**config.mk**
```make
export PLATFORM = sky130hd
export DESIGN_NAME = dvp_capture
export DESIGN_NICKNAME = d
export VERILOG_FILES = /design/src/rtl/dvp_capture.sv
export SDC_FILE = /design/constraint.sdc
export NUM_CORES = 1
export LEC_CHECK = 0
export CAP_MARGIN = 20
export CORE_UTILIZATION = 45
export DETAILED_ROUTE_END_ITERATION = 16
export PLACE_DENSITY_LB_ADDON = 0.12
export SETUP_SLACK_MARGIN = 0.2
export SLEW_MARGIN = 15
export SYNTH_ARGS = -nofsm -noshare
export SYNTH_HDL_FRONTEND = slang
export SYNTH_SLANG_ARGS = --single-unit
export TNS_END_PERCENT = 10
```
**constraint.sdc**
```tcl
create_clock -name pclk -period 3 [get_ports pclk]
set_clock_uncertainty 0.1 [all_clocks]
set_input_delay 0.6 -clock pclk [delete_from_list [all_inputs] [get_ports pclk]]
set_output_delay 0.6 -clock pclk [all_outputs]
set_load 0.05 [all_outputs]
```
**src/rtl/dvp_capture.sv**
```systemverilog
// -----------------------------------------------------------------------------
// dvp_capture
//   Captures pixels from a DVP camera sensor (vsync/href/8-bit data) into whole
//   pixels, with frame/line markers, error pulses and a completed-frame counter.
//   A frame is armed at the end of a vsync pulse while enable=1. Lines are
//   delimited by href. Malformed lines and aborted frames are flagged.
//
// Ports
//   pclk      in   pixel clock, all logic on rising edge
//   rst_n     in   asynchronous active-low reset
//   enable    in   arms capture of the next frame (sampled at vsync pulse end)
//   vsync     in   frame sync, active level set by VSYNC_POL
//   href      in   line valid
//   data      in   8-bit sensor byte
//   outData   out  assembled pixel, first received byte in the MSBs
//   outValid  out  one-cycle pixel strobe
//   outSof    out  first pixel of frame (qualified by outValid)
//   outEol    out  last pixel of line   (qualified by outValid)
//   outEof    out  last pixel of frame  (qualified by outValid)
//   lineErr   out  one-cycle pulse on a malformed line
//   frameErr  out  one-cycle pulse on an aborted frame
//   frameCnt  out  completed frames, wraps 0xFFFF -> 0
// -----------------------------------------------------------------------------
module dvp_capture #(
   parameter int WIDTH           = 1280,
   parameter int HEIGHT          = 720,
   parameter int BYTES_PER_PIXEL = 2,
   parameter int VSYNC_POL       = 1
) (
   input  logic                         pclk,
   input  logic                         rst_n,
   input  logic                         enable,
   input  logic                         vsync,
   input  logic                         href,
   input  logic [7:0]                   data,
   output logic [8*BYTES_PER_PIXEL-1:0] outData,
   output logic                         outValid,
   output logic                         outSof,
   output logic                         outEol,
   output logic                         outEof,
   output logic                         lineErr,
   output logic                         frameErr,
   output logic [15:0]                  frameCnt
);

   localparam int OW = 8 * BYTES_PER_PIXEL;
   localparam int BW = (BYTES_PER_PIXEL > 1) ? $clog2(BYTES_PER_PIXEL) : 1;
   localparam int PW = $clog2(WIDTH + 1);
   localparam int LW = (HEIGHT > 1) ? $clog2(HEIGHT) : 1;

   localparam logic [BW-1:0] LAST_BYTE = BW'(BYTES_PER_PIXEL - 1);
   localparam logic [PW-1:0] PIX_FULL  = PW'(WIDTH);
   localparam logic [PW-1:0] PIX_LAST  = PW'(WIDTH - 1);
   localparam logic [LW-1:0] LAST_LINE = LW'(HEIGHT - 1);
   localparam logic          VS_ACT    = (VSYNC_POL != 0);

   typedef enum logic [1:0] {IDLE, ARMED, BLANK, LINE} state_t;

   state_t          state, state_d;
   logic            vs_act_q;
   logic [BW-1:0]   byte_cnt;
   logic [PW-1:0]   pix_cnt;
   logic [LW-1:0]   line_cnt;
   logic            over_q;     // a complete pixel past WIDTH was dropped
   logic [OW-1:0]   pix_sr;     // byte shift register, oldest byte in MSBs

   logic            vs_act, vs_start, vs_end;
   logic            frame_full, abort, take_byte, last_byte, emit;
   logic            line_end, line_bad, is_eol, is_eof;
   logic [OW-1:0]   next_pix;

   assign vs_act   = (vsync == VS_ACT);
   assign vs_start = vs_act & ~vs_act_q;
   assign vs_end   = ~vs_act & vs_act_q;

   // Once the EOF pixel has gone out the frame is complete; a vsync rise
   // while href is still high must not turn it into an abort.
   assign frame_full = (line_cnt == LAST_LINE) && (pix_cnt == PIX_FULL);
   assign abort      = (state != IDLE) && vs_start && !((state == LINE) && frame_full);

   // Abort has priority over a byte arriving in the same cycle.
   assign take_byte = !abort && href && (state != IDLE);
   assign last_byte = take_byte && (byte_cnt == LAST_BYTE);
   assign emit      = last_byte && (pix_cnt != PIX_FULL);
   // LINE is only entered with href=1, so href=0 in LINE is the falling edge.
   assign line_end  = !abort && (state == LINE) && !href;
   assign line_bad  = line_end && ((byte_cnt != '0) || (pix_cnt != PIX_FULL) || over_q);
   assign is_eol    = (pix_cnt == PIX_LAST);
   assign is_eof    = is_eol && (line_cnt == LAST_LINE);
   assign next_pix  = (pix_sr << 8) | OW'(data);

   always_ff @(posedge pclk or negedge rst_n) begin
      if (!rst_n) state <= IDLE;
      else        state <= state_d;
   end

   always_comb begin
      // NOTE: default first so every path assigns state_d and no latch is inferred.
      state_d = state;
      case (state)
         IDLE:         if (vs_end && enable) state_d = ARMED;
         ARMED, BLANK: begin
            if (abort)     state_d = IDLE;
            else if (href) state_d = LINE;
         end
         LINE: begin
            if (abort)         state_d = IDLE;
            else if (line_end) state_d = (line_cnt == LAST_LINE) ? IDLE : BLANK;
         end
         default:      state_d = IDLE;
      endcase
   end

   // NOTE: sequential state uses non-blocking assignments so every register
   // samples pre-edge values regardless of statement order.
   always_ff @(posedge pclk or negedge rst_n) begin
      if (!rst_n) begin
         vs_act_q <= 1'b0;
         byte_cnt <= '0;
         pix_cnt  <= '0;
         line_cnt <= '0;
         over_q   <= 1'b0;
         pix_sr   <= '0;
         outData  <= '0;
         outValid <= 1'b0;
         outSof   <= 1'b0;
         outEol   <= 1'b0;
         outEof   <= 1'b0;
         lineErr  <= 1'b0;
         frameErr <= 1'b0;
         frameCnt <= '0;
      end else begin
         vs_act_q <= vs_act;
         outValid <= 1'b0;
         outSof   <= 1'b0;
         outEol   <= 1'b0;
         outEof   <= 1'b0;
         lineErr  <= line_bad;
         frameErr <= abort;

         if ((state == IDLE) || abort) begin
            // Any partial pixel or line bookkeeping is discarded.
            byte_cnt <= '0;
            pix_cnt  <= '0;
            line_cnt <= '0;
            over_q   <= 1'b0;
         end else begin
            if (take_byte) begin
               pix_sr   <= next_pix;
               byte_cnt <= last_byte ? '0 : byte_cnt + 1'b1;
               if (emit) begin
                  outData  <= next_pix;
                  outValid <= 1'b1;
                  outSof   <= (pix_cnt == '0) && (line_cnt == '0);
                  outEol   <= is_eol;
                  outEof   <= is_eof;
                  pix_cnt  <= pix_cnt + 1'b1;
                  if (is_eof) frameCnt <= frameCnt + 16'd1;
               end else if (last_byte) begin
                  over_q <= 1'b1;
               end
            end
            if (line_end) begin
               byte_cnt <= '0;
               pix_cnt  <= '0;
               over_q   <= 1'b0;
               line_cnt <= (line_cnt == LAST_LINE) ? '0 : line_cnt + 1'b1;
            end
         end
      end
   end

endmodule

```
* Word-level counts from Yosys, hierarchy flattened
Cells that the tools add are included.
Word-level totals: register bits after elaboration 72, output and inout port bits 38, word-level logic and storage cells 106
Cells by class: add/sub/neg operators 4, equality and inequality tests 11, muxes and demuxes 35, bitwise operators 6, reduce and logical (&&, ||, !) cells 35
Operators with widths (count):
- 11-bit two-way mux | 4
- 10-bit two-way mux | 3
- 11-bit equality test (second input constant) | 2
- 1-bit two-way mux | 21
- 16-bit by 1-bit adder with 16-bit output (second input constant) | 1
- 16-bit by 8-bit OR with 16-bit output | 1
- 1-bit logical AND | 14
- 2-bit two-way mux | 6
- 11-bit by 1-bit adder with 11-bit output (second input constant) | 1
- 11-bit zero test | 1
- 11-bit inequality test (second input constant) | 1
- 10-bit by 1-bit adder with 10-bit output (second input constant) | 1
- 10-bit equality test (second input constant) | 1
- 10-bit zero test | 1
- 3-bit AND reduction | 3
- 3-bit nonzero test | 3
- 3-bit inequality test (second input constant) | 2
- 2-bit case mux with 3 select lines | 1
- 2-bit equality test (second input constant) | 2
- 2-bit AND reduction | 2
- 4-bit AND reduction | 1
- 2-bit nonzero test | 2
- 1-bit zero test | 3
- 1-bit logical OR | 3
- other kinds (8) | 11

* Longest topological paths before layout
word-level depth 14, mapped depth 9, gate-level depth less buffers 7

* Worst setup path after synthesis
OpenSTA, ideal clock, no wires.
path type flip-flop to flip-flop, from reg state[0], to reg frameCnt[6], library setup time 0.142 ns, arrival time 2.000 ns, path slack 0.758 ns, cell stages (with the launch flop) 10, period minus slack after synthesis 2.242 ns, cell sequence dfrtp_1 inv_1 ha_1 buf_6 nand3b_4 or3_1 buf_6 nor4_4 nand4_1 xnor2_1
Between the ends: cells in the longest elaborated chain, start to end 10, elaborated cells on any way between the ends 15, those cells by class eq/ne: 1; bitwise: 1; reduce/logical: 13
RTL lines:
- from (decl) | RTL line 59 | state_t state, state_d;
- from (signal assigned) | RTL line 94 | else state <= state_d;
- 2-bit equality test | RTL line 79 | assign abort = (state != IDLE) && vs_start && !((state == LINE) && frame_full);
- 1-bit logical AND | RTL line 79
- 1-bit zero test | RTL line 79
- 1-bit logical AND | RTL line 79
- 1-bit zero test | RTL line 82 | assign take_byte = !abort && href && (state != IDLE);
- 1-bit logical AND (2 in a row) | RTL line 82
- 1-bit logical AND | RTL line 83 | assign last_byte = take_byte && (byte_cnt == LAST_BYTE);
- 1-bit logical AND | RTL line 84 | assign emit = last_byte && (pix_cnt != PIX_FULL);
- 4-bit AND reduction (no line) *
- to (signal assigned) | RTL line 158 | if (is_eof) frameCnt <= frameCnt + 16'd1;
- to (decl) | RTL line 43 | output logic [15:0] frameCnt
Every way passes the cells marked *; elsewhere a longest branch is shown, timed or not. A chain may end at the register's enable or synchronous reset.

* Worst setup path after layout
from in vsync, to reg frameCnt[8]
Between the ends: cells in the longest elaborated chain, start to end 9, elaborated cells on any way between the ends 11, those cells by class bitwise: 2; reduce/logical: 9
RTL lines:
- from (decl) | RTL line 33 | input logic vsync,
- 1-bit AND * | RTL line 73 | assign vs_start = vs_act & ~vs_act_q;
- 1-bit logical AND * (2 in a row) | RTL line 79
- 1-bit zero test | RTL line 82
- 1-bit logical AND (2 in a row) | RTL line 82
- 1-bit logical AND | RTL line 83
- 1-bit logical AND | RTL line 84
- 4-bit AND reduction (no line) *
Marks and branches as above.

==> impl_summary.log <==
INFO  metric run_status = finished, final reports clean
INFO  metric p_per_area = 765 nW/um^2
INFO  metric start_util = 46.6%
INFO  metric final-hold-violation-count = 0
INFO  metric mappedNetlistNets = 319
INFO  metric timing.critical_path.required = 3.13 ns
INFO  metric placementRows = 31
INFO  metric netlist.area_leader.share = 53.0%
INFO  metric synthCells = 298
INFO  metric clk-insertion-delay-late = 0.34 ns
INFO  metric cts.sinks = 72
INFO  metric post-place-ws = 0.130 ns
INFO  metric hold_path_class = primary input to asynchronous set/reset pin
INFO  metric maxCapViolations = 0
INFO  metric synth.yosys.warnings = 0
INFO  metric timing.setup.tns = 0 ns
INFO  metric cts_inserted_buffers = 9
INFO  metric clock_pin_slew_reported_for_the_worst_setup_and_hold_paths_after_clock_tree_synthesis = 0.07 ns
INFO  metric place_hpwl = 4300 um
INFO  metric yosys-top-cells-area = sky130_fd_sc_hd__dfrtp_1, sky130_fd_sc_hd__mux2_2, sky130_fd_sc_hd__xnor2_1, sky130_fd_sc_hd__ha_1, sky130_fd_sc_hd__nand3_1
INFO  metric floorplan.die_area = 7900 um^2
INFO  metric worst_slew_pin_slew = 0.892 ns
INFO  metric post_cts_resize_count = 0
INFO  metric cp_capture_type = flip-flop
INFO  metric shortest_period_the_worst_path_allows = 2.49 ns
INFO  metric internal_power = 1.96 mW
INFO  metric min_period_over_period = 82.9%
INFO  metric cts.htree.levels = 3
INFO  metric finalSetupViolCount = 0
INFO  metric worstPathArrival = 2.62 ns
INFO  metric first_global_vias = 2,290
INFO  metric post_cts_hold_buffer_count = 0
INFO  metric power.share.sequential = 40.5%
INFO  metric slew_headroom = 40.6%
INFO  metric post_drt_wl_per_cell = 13.9 um
INFO  metric grt_start_max_net_pins = 73
INFO  metric top_level_ports = 51
INFO  metric layout.nets = 372
INFO  metric max-clock-path-buffers = 2
INFO  metric detail_route.wirelength = 6280 um
INFO  metric die_width = 88.9 um
INFO  metric globalRouteOverflowTotal = 0
INFO  metric cts_root_buf = sky130_fd_sc_hd__clkbuf_8
INFO  metric total_switching_power = 1.21 mW
INFO  metric grt_first_pass_wirelength = 10,700 um
INFO  metric post-cts-setup-buffers = 0
INFO  metric synth-seq-area-share = 53.0%
INFO  metric number_of_antenna_violations_at_the_first_check_in_global_routing = 0
INFO  metric yosys_most_used_dff = sky130_fd_sc_hd__dfrtp_1
INFO  metric chipHeight = 88.9 um
INFO  metric groute.usage.overall = 18.1%
INFO  metric vias = 2,371
INFO  metric cts_tree = yes
INFO  metric antenna_cells = 0
INFO  metric synth_edf_count = 0
INFO  metric worst_path_dominant_cell_family = simple AND/OR/NAND/NOR gates
INFO  metric drt_first_pass_iters = 4
INFO  metric postSynthRegisterBits = 72
INFO  metric gp_congestion = 0.740
INFO  metric worstSetupPathType = primary input to flip-flop
INFO  metric detailedRoute.firstIterationViolations = 93
INFO  metric vdd.ir_drop.worst = 0.533 mV
INFO  metric post-route-worst-setup-slack = 0.512 ns
INFO  metric post_route_cells_drive_above_1_share = 13.8%
INFO  metric clkPwrFrac = 20.2%
INFO  metric fmaxAchievable = 402 MHz
INFO  metric maxSlewViolCount = 0
INFO  metric critical_path.slowest_cell = sky130_fd_sc_hd__or3_1
INFO  metric synth_area = 3400 um^2
INFO  metric start_kind = primary input
INFO  metric sw_frac_of_total = 38.1%
INFO  metric asyncSetResetFlopFracSynth = 100%
INFO  metric synthesis.area_per_instance = 11.4 um^2
INFO  metric routed_via_density = 5.23
INFO  metric p_leak = 1.85 nW
INFO  metric rsz0062_at_grt = no
INFO  metric power.combinational.fraction = 39.3%
INFO  metric area.growth.synth_to_final = 21.7%
INFO  metric fp.coreArea = 7290 um^2
INFO  metric critical_path_peak_fanout = 8
INFO  metric critical-path-max-stage-delay = 0.53 ns
INFO  metric worstPathCellList = clkdlybuf4s50_1 > nor2b_1 > or3_1 > nor4_4 > nand4_1 > xnor2_1
INFO  metric crit_path_buffers_inverters = 1
INFO  metric drcViolationCount = 0
INFO  metric ant_nets = 0
INFO  metric synth_largest_area_cell = sky130_fd_sc_hd__dfrtp_1
INFO  metric port_buffers = 50
INFO  metric synthDistinctLibCells = 45
[registers in the layout (all words and copies together), names as in the netlist, 2 cells and up]
register,cells
line_cnt,10
pix_sr,8
frameCnt,16
outData,16
pix_cnt,11
state,2
[worst paths after layout]
kind                                     startpoint                  endpoint  slack (ns)  depth (start not counted)
max                                           vsync   frameCnt[8]$_DFFE_PN0P_        0.51                          6
min                                           rst_n   line_cnt[6]$_DFFE_PN0N_        0.27                          1
max reg2reg                  pix_cnt[0]$_DFFE_PN0P_   line_cnt[1]$_DFFE_PN0N_        0.53                          7
min reg2reg                frameCnt[15]$_DFFE_PN0P_  frameCnt[15]$_DFFE_PN0P_        0.37                          1
max in group asynchronous                     rst_n    pix_cnt[7]$_DFFE_PN0P_        1.93                          1
min in group pclk          frameCnt[15]$_DFFE_PN0P_  frameCnt[15]$_DFFE_PN0P_        0.37                          1
[cell usage after synthesis (7+ instances only)]
cell type / instances
sky130_fd_sc_hd__nor2_1: 22
sky130_fd_sc_hd__nand4_1: 12
sky130_fd_sc_hd__buf_2: 7
sky130_fd_sc_hd__nand3_1: 17
sky130_fd_sc_hd__nand2_1: 21
sky130_fd_sc_hd__mux2_2: 25
sky130_fd_sc_hd__nor3_1: 7
sky130_fd_sc_hd__ha_1: 8
sky130_fd_sc_hd__xnor2_1: 20
sky130_fd_sc_hd__and3_1: 9
sky130_fd_sc_hd__dfrtp_1: 72
sky130_fd_sc_hd__inv_1: 9
[power by group through the flow]
stage               sequential [mW]  combinational (mW)  clock (mW)
finish                         1.28                1.24       0.639
floorplan                      1.70               0.463           0
global placement               1.29                1.23           0
global route                   1.31                1.32       0.712
CTS                            1.28                1.25       0.670
detailed placement             1.30                1.25           0
[cell usage in the layout (no fill, tap or decap), types with 2 or more instances in the layout]
cell type                         synthesis  final
sky130_fd_sc_hd__ha_1                     8      8
sky130_fd_sc_hd__o21ai_0                  6      6
sky130_fd_sc_hd__a21oi_1                  6      6
sky130_fd_sc_hd__a211o_1                  2      2
sky130_fd_sc_hd__mux2_2                  25     25
sky130_fd_sc_hd__nor4_1                   2      2
sky130_fd_sc_hd__buf_4                    0      3
sky130_fd_sc_hd__and3_1                   9      9
sky130_fd_sc_hd__or3_1                    4      4
sky130_fd_sc_hd__nor3b_1                  2      2
sky130_fd_sc_hd__a21o_1                   3      3
sky130_fd_sc_hd__clkinv_2                 0      3
sky130_fd_sc_hd__nand2_1                 21     21
sky130_fd_sc_hd__clkdlybuf4s50_1          0     49
sky130_fd_sc_hd__nor2_1                  22     22
sky130_fd_sc_hd__and4_1                   2      2
sky130_fd_sc_hd__nor2b_1                  4      4
sky130_fd_sc_hd__o31ai_1                  3      3
sky130_fd_sc_hd__clkbuf_8                 0     10
sky130_fd_sc_hd__a31oi_1                  2      2
sky130_fd_sc_hd__and3b_1                  2      2
sky130_fd_sc_hd__xnor2_1                 20     20
sky130_fd_sc_hd__nor3_1                   7      7
sky130_fd_sc_hd__inv_1                    9      9
sky130_fd_sc_hd__nand3_1                 17     17
sky130_fd_sc_hd__xor2_1                   5      5
sky130_fd_sc_hd__dfrtp_1                 72     72
sky130_fd_sc_hd__and2_1                   5      5
sky130_fd_sc_hd__nor4b_1                  2      2
sky130_fd_sc_hd__nand4_1                 12     12
[worst register-to-register path: stages (launching register included)]
cell and delay [ns]:
sky130_fd_sc_hd__dfrtp_1 0.42, sky130_fd_sc_hd__inv_1 0.07, sky130_fd_sc_hd__ha_1 0.13, sky130_fd_sc_hd__nor3b_1 0.33
sky130_fd_sc_hd__and3_1 0.33, sky130_fd_sc_hd__a41o_1 0.37, sky130_fd_sc_hd__nand2_1 0.36, sky130_fd_sc_hd__o21ai_0 0.26
[per-stage QoR]
step | util (%) | hold WS [ns] | area, um^2 | std cells | power [mW]
after CTS | 56.7 | 0.310 | 4130 | 453 | 3.20
final | 56.7 | 0.269 | 4130 | 453 | 3.16
after detailed placement | 54.5 | 0.365 | 3970 | 439 | 2.54
after floorplan | - | 0.204 | 3400 | 298 | 2.16
after global routing | 56.7 | 0.371 | 4130 | 453 | 3.34
after global placement | 54.5 | 0.365 | 3970 | 439 | 2.53
[logic make-up after synthesis]
| logic type | after synthesis | share of synthesized area [%] |
|---|---|---|
| buffers and inverters | 19 | 2.80 |
| AO/OA/AOI/OAI | 29 | 5.97 |
| AND/OR/NAND/NOR | 119 | 20.2 |
| XOR/XNOR | 25 | 6.45 |
| adder cells (fa/ha/maj) | 8 | 2.95 |
| flip-flops | 72 | 53.0 |
| multiplexers | 26 | 8.62 |
[layout make-up]
class,count,area (um^2)
clock inverter,4,22.5
inverter,9,33.8
sequential,72,1800
tap,99,124
timing repair buffer,52,513
clock buffer,10,138
fill,666,3160
multi-input combinational,207,1500
[per-layer routing]
metal | global-route usage [%] | part of all wire (%) | vias up
met5 | 0 | 0 | -
met1 | 24.0 | 49 | 1155
met2 | 28.1 | 46 | 53
met3 | 4.01 | 4.5 | 5
li1 | - | - | 1158
met4 | 8.80 | 1.2 | 0
Power figures use the tool's default switching activity.
